## src/rtl/msync_sched_pkg.sv

```systemverilog
// Shared definitions for the master-sync scheduler: trigger source modes,
// scheduler states and the default msync_n pulse width.
package msync_sched_pkg;

    localparam logic [1:0] MODE_OFF   = 2'd0;
    localparam logic [1:0] MODE_TIMER = 2'd1;
    localparam logic [1:0] MODE_WHEEL = 2'd2;
    localparam logic [1:0] MODE_EXT   = 2'd3;

    localparam int unsigned PW_CYC_DEF = 4;

    typedef enum logic [1:0] {
        ST_IDLE,
        ST_PULSE,
        ST_GAP,
        ST_WAITC
    } state_t;

endpackage

```

## src/rtl/msync_sched_quad_dec.sv

```systemverilog
// Input synchronizers, x4 quadrature decoder with signed position counter,
// and rising-edge detection of the external sync.
module quad_dec #(
    parameter int unsigned SYNC_STAGES = 2
) (
    input  logic        clk,
    input  logic        rst,
    input  logic        adp_i,
    input  logic        bdp_i,
    input  logic        sync_i,
    output logic        step_fwd_o,
    output logic        step_rev_o,
    output logic        sync_rise_o,
    output logic [31:0] pos_o
);

    logic [SYNC_STAGES-1:0] a_sq, b_sq, s_sq;
    logic                   a_prev_q, b_prev_q, s_prev_q;
    logic [31:0]            pos_q, pos_d;
    logic                   a_now, b_now, s_now;
    logic                   step_fwd, step_rev;

    assign a_now = a_sq[SYNC_STAGES-1];
    assign b_now = b_sq[SYNC_STAGES-1];
    assign s_now = s_sq[SYNC_STAGES-1];

    always_ff @(posedge clk or posedge rst) begin
        if (rst) begin
            a_sq     <= '0;
            b_sq     <= '0;
            s_sq     <= '0;
            a_prev_q <= 1'b0;
            b_prev_q <= 1'b0;
            s_prev_q <= 1'b0;
            pos_q    <= '0;
        end else begin
            a_sq     <= SYNC_STAGES'({a_sq, adp_i});
            b_sq     <= SYNC_STAGES'({b_sq, bdp_i});
            s_sq     <= SYNC_STAGES'({s_sq, sync_i});
            a_prev_q <= a_now;
            b_prev_q <= b_now;
            s_prev_q <= s_now;
            pos_q    <= pos_d;
        end
    end

    // {prev A,B, now A,B}; forward Gray order is 00->10->11->01, double-bit jumps fall to default
    always_comb begin
        step_fwd = 1'b0;
        step_rev = 1'b0;
        case ({a_prev_q, b_prev_q, a_now, b_now})
            4'b0010, 4'b1011, 4'b1101, 4'b0100: step_fwd = 1'b1;
            4'b1000, 4'b1110, 4'b0111, 4'b0001: step_rev = 1'b1;
            default: ;
        endcase
    end

    always_comb begin
        pos_d = pos_q;
        if (step_fwd)      pos_d = pos_q + 32'd1;
        else if (step_rev) pos_d = pos_q - 32'd1;
    end

    assign step_fwd_o  = step_fwd;
    assign step_rev_o  = step_rev;
    assign sync_rise_o = s_now & ~s_prev_q;
    assign pos_o       = pos_q;

endmodule

```

## src/rtl/msync_sched.sv

```systemverilog
// Master-sync scheduler: picks one trigger source, enforces the minimum gap and
// channel completion, and emits one active-low msync_n pulse per accepted trigger.
module msync_sched
    import msync_sched_pkg::*;
#(
    parameter int unsigned PW_CYC      = PW_CYC_DEF,
    parameter int unsigned SYNC_STAGES = 2,
    parameter logic [15:0] CMPL_TMO    = 16'd50000
) (
    input  logic        clk,
    input  logic        rst,
    input  logic [1:0]  cfg_mode,
    input  logic [23:0] cfg_period,
    input  logic [23:0] cfg_min_gap,
    input  logic [7:0]  cfg_wheel_div,
    input  logic        cfg_wheel_dir,
    input  logic        i_adp,
    input  logic        i_bdp,
    input  logic        i_sync,
    input  logic [3:0]  i_chan_cmpl,
    output logic        o_msync_n,
    output logic [15:0] o_sync_cnt,
    output logic [31:0] o_wheel_pos,
    output logic        o_overrun,
    input  logic        i_clr_ovr
);

    localparam int unsigned     PW_W    = (PW_CYC > 1) ? $clog2(PW_CYC) : 1;
    localparam logic [PW_W-1:0] PW_LAST = PW_W'(PW_CYC - 1);

    state_t            state_q, state_d;
    logic [1:0]        mode_q;
    logic [23:0]       tmr_q, tmr_d;
    logic [7:0]        stepc_q, stepc_d;
    logic              pending_q, pending_d;
    logic [PW_W-1:0]   pw_q, pw_d;
    logic [23:0]       gap_q, gap_d;
    logic [3:0]        acc_q, acc_d;
    logic [15:0]       tmo_q, tmo_d;
    logic [15:0]       cnt_q, cnt_d;
    logic              ovr_q, ovr_d;

    logic              step_fwd, step_rev, sync_rise;
    logic              mode_chg, tmr_fire, wheel_fire, trig, ovr_set;
    logic              sel_step, opp_step;
    logic [7:0]        div_eff;
    logic [3:0]        acc_now;

    quad_dec #(.SYNC_STAGES(SYNC_STAGES)) u_quad (
        .clk         (clk),
        .rst         (rst),
        .adp_i       (i_adp),
        .bdp_i       (i_bdp),
        .sync_i      (i_sync),
        .step_fwd_o  (step_fwd),
        .step_rev_o  (step_rev),
        .sync_rise_o (sync_rise),
        .pos_o       (o_wheel_pos)
    );

    assign mode_chg = (cfg_mode != mode_q);

    always_comb begin
        tmr_fire = 1'b0;
        tmr_d    = '0;
        if (!mode_chg && cfg_mode == MODE_TIMER && cfg_period != '0) begin
            if (({1'b0, tmr_q} + 25'd1) >= {1'b0, cfg_period}) tmr_fire = 1'b1;
            else                                               tmr_d    = tmr_q + 24'd1;
        end
    end

    assign div_eff  = (cfg_wheel_div == '0) ? 8'd1 : cfg_wheel_div;
    assign sel_step = cfg_wheel_dir ? step_rev : step_fwd;
    assign opp_step = cfg_wheel_dir ? step_fwd : step_rev;

    always_comb begin
        wheel_fire = 1'b0;
        stepc_d    = '0;
        if (!mode_chg && cfg_mode == MODE_WHEEL) begin
            stepc_d = stepc_q;
            if (sel_step) begin
                if (({1'b0, stepc_q} + 9'd1) >= {1'b0, div_eff}) begin
                    wheel_fire = 1'b1;
                    stepc_d    = '0;
                end else begin
                    stepc_d = stepc_q + 8'd1;
                end
            end else if (opp_step && stepc_q != '0) begin
                stepc_d = stepc_q - 8'd1;
            end
        end
    end

    always_comb begin
        trig = 1'b0;
        if (!mode_chg) begin
            case (cfg_mode)
                MODE_TIMER: trig = tmr_fire;
                MODE_WHEEL: trig = wheel_fire;
                MODE_EXT:   trig = sync_rise;
                default:    trig = 1'b0;
            endcase
        end
    end

    assign acc_now = acc_q | i_chan_cmpl;

    always_comb begin
        state_d   = state_q;
        pw_d      = pw_q;
        gap_d     = gap_q;
        acc_d     = acc_q;
        tmo_d     = tmo_q;
        cnt_d     = cnt_q;
        pending_d = pending_q;
        ovr_set   = 1'b0;
        case (state_q)
            ST_IDLE: begin
                if (pending_q && !mode_chg && cfg_mode != MODE_OFF) begin
                    state_d   = ST_PULSE;
                    pending_d = 1'b0;
                    pw_d      = '0;
                    gap_d     = '0;
                    acc_d     = '0;
                    cnt_d     = cnt_q + 16'd1;
                end
            end
            ST_PULSE: begin
                acc_d = acc_now;
                pw_d  = pw_q + PW_W'(1);
                if (gap_q != '1) gap_d = gap_q + 24'd1;
                if (pw_q == PW_LAST) state_d = ST_GAP;
            end
            ST_GAP: begin
                acc_d = acc_now;
                if (({1'b0, gap_q} + 25'd1) >= {1'b0, cfg_min_gap}) begin
                    state_d = ST_WAITC;
                    tmo_d   = '0;
                end else begin
                    gap_d = gap_q + 24'd1;
                end
            end
            ST_WAITC: begin
                acc_d = acc_now;
                if (&acc_now) begin
                    state_d = ST_IDLE;
                end else if (({1'b0, tmo_q} + 17'd1) >= {1'b0, CMPL_TMO}) begin
                    state_d = ST_IDLE;
                    ovr_set = 1'b1;
                end else begin
                    tmo_d = tmo_q + 16'd1;
                end
            end
            default: state_d = ST_IDLE;
        endcase

        // A trigger seen while one is already pending is lost, even if IDLE consumes it now
        if (mode_chg || cfg_mode == MODE_OFF) begin
            pending_d = 1'b0;
        end else if (trig) begin
            if (pending_q) ovr_set   = 1'b1;
            else           pending_d = 1'b1;
        end

        ovr_d = ovr_q;
        if (i_clr_ovr) ovr_d = 1'b0;
        if (ovr_set)   ovr_d = 1'b1;
    end

    always_ff @(posedge clk or posedge rst) begin
        if (rst) begin
            state_q   <= ST_IDLE;
            mode_q    <= MODE_OFF;
            tmr_q     <= '0;
            stepc_q   <= '0;
            pending_q <= 1'b0;
            pw_q      <= '0;
            gap_q     <= '0;
            acc_q     <= '0;
            tmo_q     <= '0;
            cnt_q     <= '0;
            ovr_q     <= 1'b0;
        end else begin
            state_q   <= state_d;
            mode_q    <= cfg_mode;
            tmr_q     <= tmr_d;
            stepc_q   <= stepc_d;
            pending_q <= pending_d;
            pw_q      <= pw_d;
            gap_q     <= gap_d;
            acc_q     <= acc_d;
            tmo_q     <= tmo_d;
            cnt_q     <= cnt_d;
            ovr_q     <= ovr_d;
        end
    end

    assign o_msync_n  = (state_q != ST_PULSE);
    assign o_sync_cnt = cnt_q;
    assign o_overrun  = ovr_q;

endmodule

```

## config.mk

```make
export PLATFORM = sky130hd
export DESIGN_NAME = msync_sched
export DESIGN_NICKNAME = d
export VERILOG_FILES = /design/src/rtl/msync_sched_pkg.sv /design/src/rtl/msync_sched_quad_dec.sv /design/src/rtl/msync_sched.sv
export SDC_FILE = /design/constraint.sdc
export NUM_CORES = 1
export LEC_CHECK = 0
export ABC_CLOCK_PERIOD_IN_PS = 7000
export CORE_UTILIZATION = 62
export DETAILED_ROUTE_END_ITERATION = 7
export GPL_TIMING_DRIVEN = 0
export MAX_ROUTING_LAYER = met4
export PLACE_DENSITY = 0.87
export SLEW_MARGIN = 30
export SYNTH_ARGS = -nofsm -noshare
export SYNTH_HDL_FRONTEND = slang
export SYNTH_SLANG_ARGS = --single-unit
```

## constraint.sdc

```tcl
create_clock -name clk -period 7 [get_ports clk]
set_input_delay 0.7 -clock clk [delete_from_list [all_inputs] [get_ports clk]]
set_output_delay 0.7 -clock clk [all_outputs]
set_load 0.01 [all_outputs]
```

# Yosys cells after proc, flatten, opt, wreduce, memory -nomap -nowiden
# Cells that the tools add are included.
# totals
input_bits	69
reg_bits	141
out_inout_bits	50
# op_classes
n_mux	51
n_reduce_logical	28
add_sub_neg	13
order_cmp	4
eq_ne	27
n_bitwise	3
# op_table
operator	n
2-to-1 mux 24 bit	5
case mux 24 bit (3 select lines)	1
2-to-1 mux 32 bit	2
adder 24 x 1 -> 25 bit (second input constant)	2
>= comparator 25 x 24 -> 1 bit	2
adder 24 x 1 -> 24 bit (second input constant)	2
2-to-1 mux 16 bit	3
2-to-1 mux 8 bit	5
adder 16 x 1 -> 16 bit (second input constant)	2
adder 32 x 1 -> 32 bit (second input constant)	1
case mux 16 bit (2 select lines)	1
subtractor 32 x 1 -> 32 bit (second input constant)	1
!= test 24 bit (second input constant)	1
nonzero test 24 bit	1
2-to-1 mux 1 bit	23
adder 16 x 1 -> 17 bit (second input constant)	1
>= comparator 17 x 16 -> 1 bit (second input constant)	1
equality test 4 bit (second input constant)	4
AND reduction 4 bit	4
!= test 2 bit (second input constant)	7
2-to-1 mux 2 bit	6
equality test 2 bit (second input constant)	5
nonzero test 2 bit	5
adder 8 x 1 -> 9 bit (second input constant)	1
30 further kinds	40

# Longest topological paths before layout
# depth
ltp_word	11
mapped_depth	19
ltp_nobuf	17

# By module
# Synthesis repeated with hierarchy kept, for this count alone.
# unflattened
hier_cells	1197
area_unflattened_um2	10507.6
# by_module_without_submodules
module	seq_area_each_um2	cells_each	area_per_inst_um2	instances
msync_sched	2502.4	837	7385.8	1
quad_dec	1026.0	360	3121.7	1

# Worst setup path before layout
# Ideal clock, no wire load.
# synth_path
path_type	flip-flop to flip-flop
from	register gap_q[2]
to	register tmo_q[10]
synth_period_minus_slack_ps	3932
setup_ps	121
path_slack_ps	3068
arrival_time_ps	3811
path_stages_with_launch	18
n_path_buf	2
t_required_ps	6879
path_cell_list	dfrtp_1 nand3_1 nor3_1 nor3b_1 and2_1 nand2_1 xnor2_1 ha_1 nand2_1 or4_1 o41a_1 o21ai_0 o211ai_1 nand2_1 buf_4 o21ai_2 buf_2 a22o_1
# synth_via
elab_chain_cells	4
# synth_rtl
element	line	text
start, declared	msync_sched.sv:37	logic [23:0] gap_q, gap_d;
start signal, assigned	msync_sched.sv:190	gap_q <= gap_d;
adder 24 x 1 -> 25 bit	msync_sched.sv:136	if (({1'b0, gap_q} + 25'd1) >= {1'b0, cfg_min_gap}) begin
>= comparator 25 x 24 -> 1 bit	msync_sched.sv:136	
!= test 2 bit (no line)	n/a	
AND reduction 4 bit (no line)	n/a	
end signal, assigned	msync_sched.sv:192	tmo_q <= tmo_d;
end, declared	msync_sched.sv:39	logic [15:0] tmo_q, tmo_d;
# Every way passes these cells.
# A chain may end at the register's enable or synchronous reset.

# Worst setup path in the final report
# layout_path
from	register gap_q[2]
to	register tmo_q[14]
# Same word-level chain as after synthesis.

==> results.json <==
{
  "status": "completed",
  "slowest_stage": "nor3b_1",
  "grt_use_total_pct": 31.58,
  "fmax_ghz": 0.1996,
  "finalWirelength_mm": 25.39,
  "layout_common_cells": "dfrtp_1, nand2_1, clkdlybuf4s50_1",
  "syn-cell-area_sq_um": 10330,
  "h-tree-depth": 4,
  "critical-path-top-delay-family": "simple AND/OR/NAND/NOR gates",
  "synth-edff-count": 0,
  "tightest_slew_ns": 0.7739,
  "ys_seq_area_share_pct": 34.17,
  "synthArstFlopShare_pct": 100.0,
  "final_common_cell": "dfrtp_1",
  "p_sw_share_pct": 40.93,
  "period_share_pct": 71.59,
  "critPathArrivalTime_ns": 5.32,
  "cp_max_fo": 10,
  "hold_buffers": 0,
  "syn_inst": 1201,
  "synth_nets": 1371,
  "register_area_sq_um": 3528,
  "crit_top_cell": "nand2_1",
  "area_growth_pct": 20.68,
  "power_density_nw_per_um2": 335.7,
  "die_w_microns": 131.1,
  "clk_latency_ns": 0.43,
  "rsz0062_at_grt": "no",
  "place_congestion": 0.9718,
  "drive_gt1_share_pct": 5.843,
  "path_class": "flip-flop to flip-flop",
  "p_clk_share_pct": 24.1,
  "fillers": 1084,
  "cts.sinks": 141,
  "wire_per_inst_microns": 16.18,
  "ant_nets": 0,
  "max_cap_violations": 0,
  "comb_power_share_pct": 49.6,
  "finalHoldWorstSlack_ns": 0.3535,
  "skew_ns": 0.007295,
  "vdd_drop_max_mv": 0.2144,
  "relSlewSlack_pct": 47.07,
  "drt_iter0_drc": 659,
  "avgSynthCellArea_sq_um": 8.598,
  "cp-end-kind": "flip-flop",
  "fin_ws_ns": 1.989,
  "grt_pass1_vias": 8953,
  "pre_cts_slack_ns": 2.200,
  "final_max_slew_viol_count": 0,
  "grt_max_degree": 92,
  "cts_resized": 0,
  "p_seq_share_pct": 26.3,
  "num_rows": 46,
  "die_h_microns": 131.1,
  "grt_first_pass_wirelength_mm": 41.52,
  "drcViolationCount": 0,
  "antenna_found_initial": 1,
  "clk_path_buf_depth": 2,
  "clk_pin_slew_ns": 0.06,
  "start_util_pct": 64.31,
  "die_area_sq_um": 17180,
  "viasPerCell": 6.041,
  "port_buffers": 118,
  "core_area_sq_um": 16060,
  "finalSetupTns_ns": 0,
  "dp_hpwl_mm": 18.39,
  "ios": 119,
  "crit_buf_inv": 2,
  "dr.pass1.iters": 7,
  "min_path_type": "flip-flop to flip-flop",
  "cts_root_buffer": "clkbuf_16",
  "ys_types": 80,
  "numCtsBuffers": 17,
  "gr-total-overflow": 0,
  "start_kind": "flip-flop",
  "ys_warn_count": 0,
  "post-cts-setup-buffers": 0,
  "layout_min_cycle_time_ns": 5.011,
  "cpPeakStageDelay_ns": 0.55,
  "fin_nets": 1509,
  "worstPathRequired_ns": 7.31,
  "yosys_register_bits": 141,
  "multi_input_area_sq_um": 6290,
  "setup_viol": 0,
  "path_cells": "nand3_1 > nor3_1 > nor3b_1 > nand2_1 > nor2_1 > nand3_1 > xnor2_1 > ha_1 > a21o_1 > a2111oi_0 > o221ai_1 > o211ai_1 > nand2_1 > buf_4 > o21ai_2 > buf_2 > nand2_1 > o311ai_0",
  "power.switching_w": 0.001712,
  "hold_violations": 0,
  "power.leakage_nw": 5.766,
  "vias": 9479,
  "cts_tree": "yes",
  "p_int_w": 0.002472,
  "ys.flop_type": "dfrtp_1"
}
## sequential cells by signal, indices dropped and copies added (netlist names), 4 cells and up
signal	cells
u_quad.pos_o	32
gap_q	24
tmr_q	24
o_sync_cnt	16
tmo_q	16
stepc_q	8
acc_q	4
## worst paths after layout
check,from,endpoint,slack (ns),depth (start not counted)
max in group asynchronous,rst,gap_q[8]$_DFFE_PP0P_,5.55,3
min in group asynchronous,rst,u_quad.pos_o[16]$_DFFE_PP0P_,0.69,2
setup / recovery,gap_q[2]$_DFFE_PP0P_,tmo_q[14]$_DFFE_PP0P_,1.99,18
setup reg to reg,gap_q[2]$_DFFE_PP0P_,tmo_q[14]$_DFFE_PP0P_,1.99,18
hold reg to reg,u_quad.a_sq[0]$_DFF_PP0_,u_quad.a_sq[1]$_DFF_PP0_,0.35,0
hold / removal,u_quad.a_sq[0]$_DFF_PP0_,u_quad.a_sq[1]$_DFF_PP0_,0.35,0
## synth_stat cells (15+ instances only)
library cell,number,area [sq um]
and3_1,19,118.9
a21o_1,25,187.7
nand2_1,138,518.0
xor2_1,34,297.8
o21ai_0,77,385.4
a21oi_1,82,410.4
inv_1,86,322.8
a22o_1,15,131.4
xnor2_1,57,499.2
ha_1,100,1251
dfrtp_1,141,3528
nand3_1,47,235.2
nor2b_1,34,212.7
nand4_1,21,131.4
nor2_1,95,356.6
clkbuf_1,18,67.56
## per-layer routing
layer  share of wire, %  track usage [%]  up-vias
li1                   -                -     4551
met1                 43            38.64     4516
met2                 49            53.41      351
met3                5.6            4.343       61
met4                2.4            11.36        0
met5                  0                -        -
## cells by family after synthesis
kind of cell	count (synthesis)	share of synthesized area, %
XOR/XNOR	91	7.718
AO/OA/AOI/OAI	298	19.04
adder cells (fa/ha/maj)	101	12.31
buffers and inverters	123	4.919
multiplexers	6	0.6179
flip-flops	141	34.17
AND/OR/NAND/NOR	441	21.23
## final cells by class
cell class	count	share of cell area, %
antenna	1	0.02008
buffer	37	1.486
clock buffer	18	3.444
clock inverter	14	1.747
inverter	86	2.651
multi-input combinational	937	50.47
sequential	141	28.31
tap	216	2.169
timing repair buffer	119	9.699
## metrics by stage
step	utilization, %	instances	power, W	area [sq um]
global route	77.61	1569	0.004455	12460
CTS	77.59	1568	0.004159	12460
global placement	73.34	1535	0.003070	11780
finish	77.61	1569	0.004184	12460
detailed placement	73.56	1536	0.003133	11810
floorplan	-	1201	0.002508	10330
## worst reg2reg max path: cells and delay by family (launching register included)
kind                       cells  cell delay [ns]
buffers and inverters          2             0.51
xor gates and xnor gates       1             0.27
DFF                            1             0.43
AOI/OAI and AO/OA              6             1.56
and+or+nand+nor                8             1.82
adders and majority gates      1             0.30
## power by group through the flow
stage	registers, W	logic (W)	clock network [W]
finish	0.00110	0.00208	0.00101
detailed placement	0.00111	0.00202	0
global route	0.00112	0.00229	0.00105
floorplan	0.00112	0.00139	0
CTS	0.00110	0.00205	0.00101
global placement	0.00110	0.00197	0
Note: power is estimated with default switching activity, not from simulation.
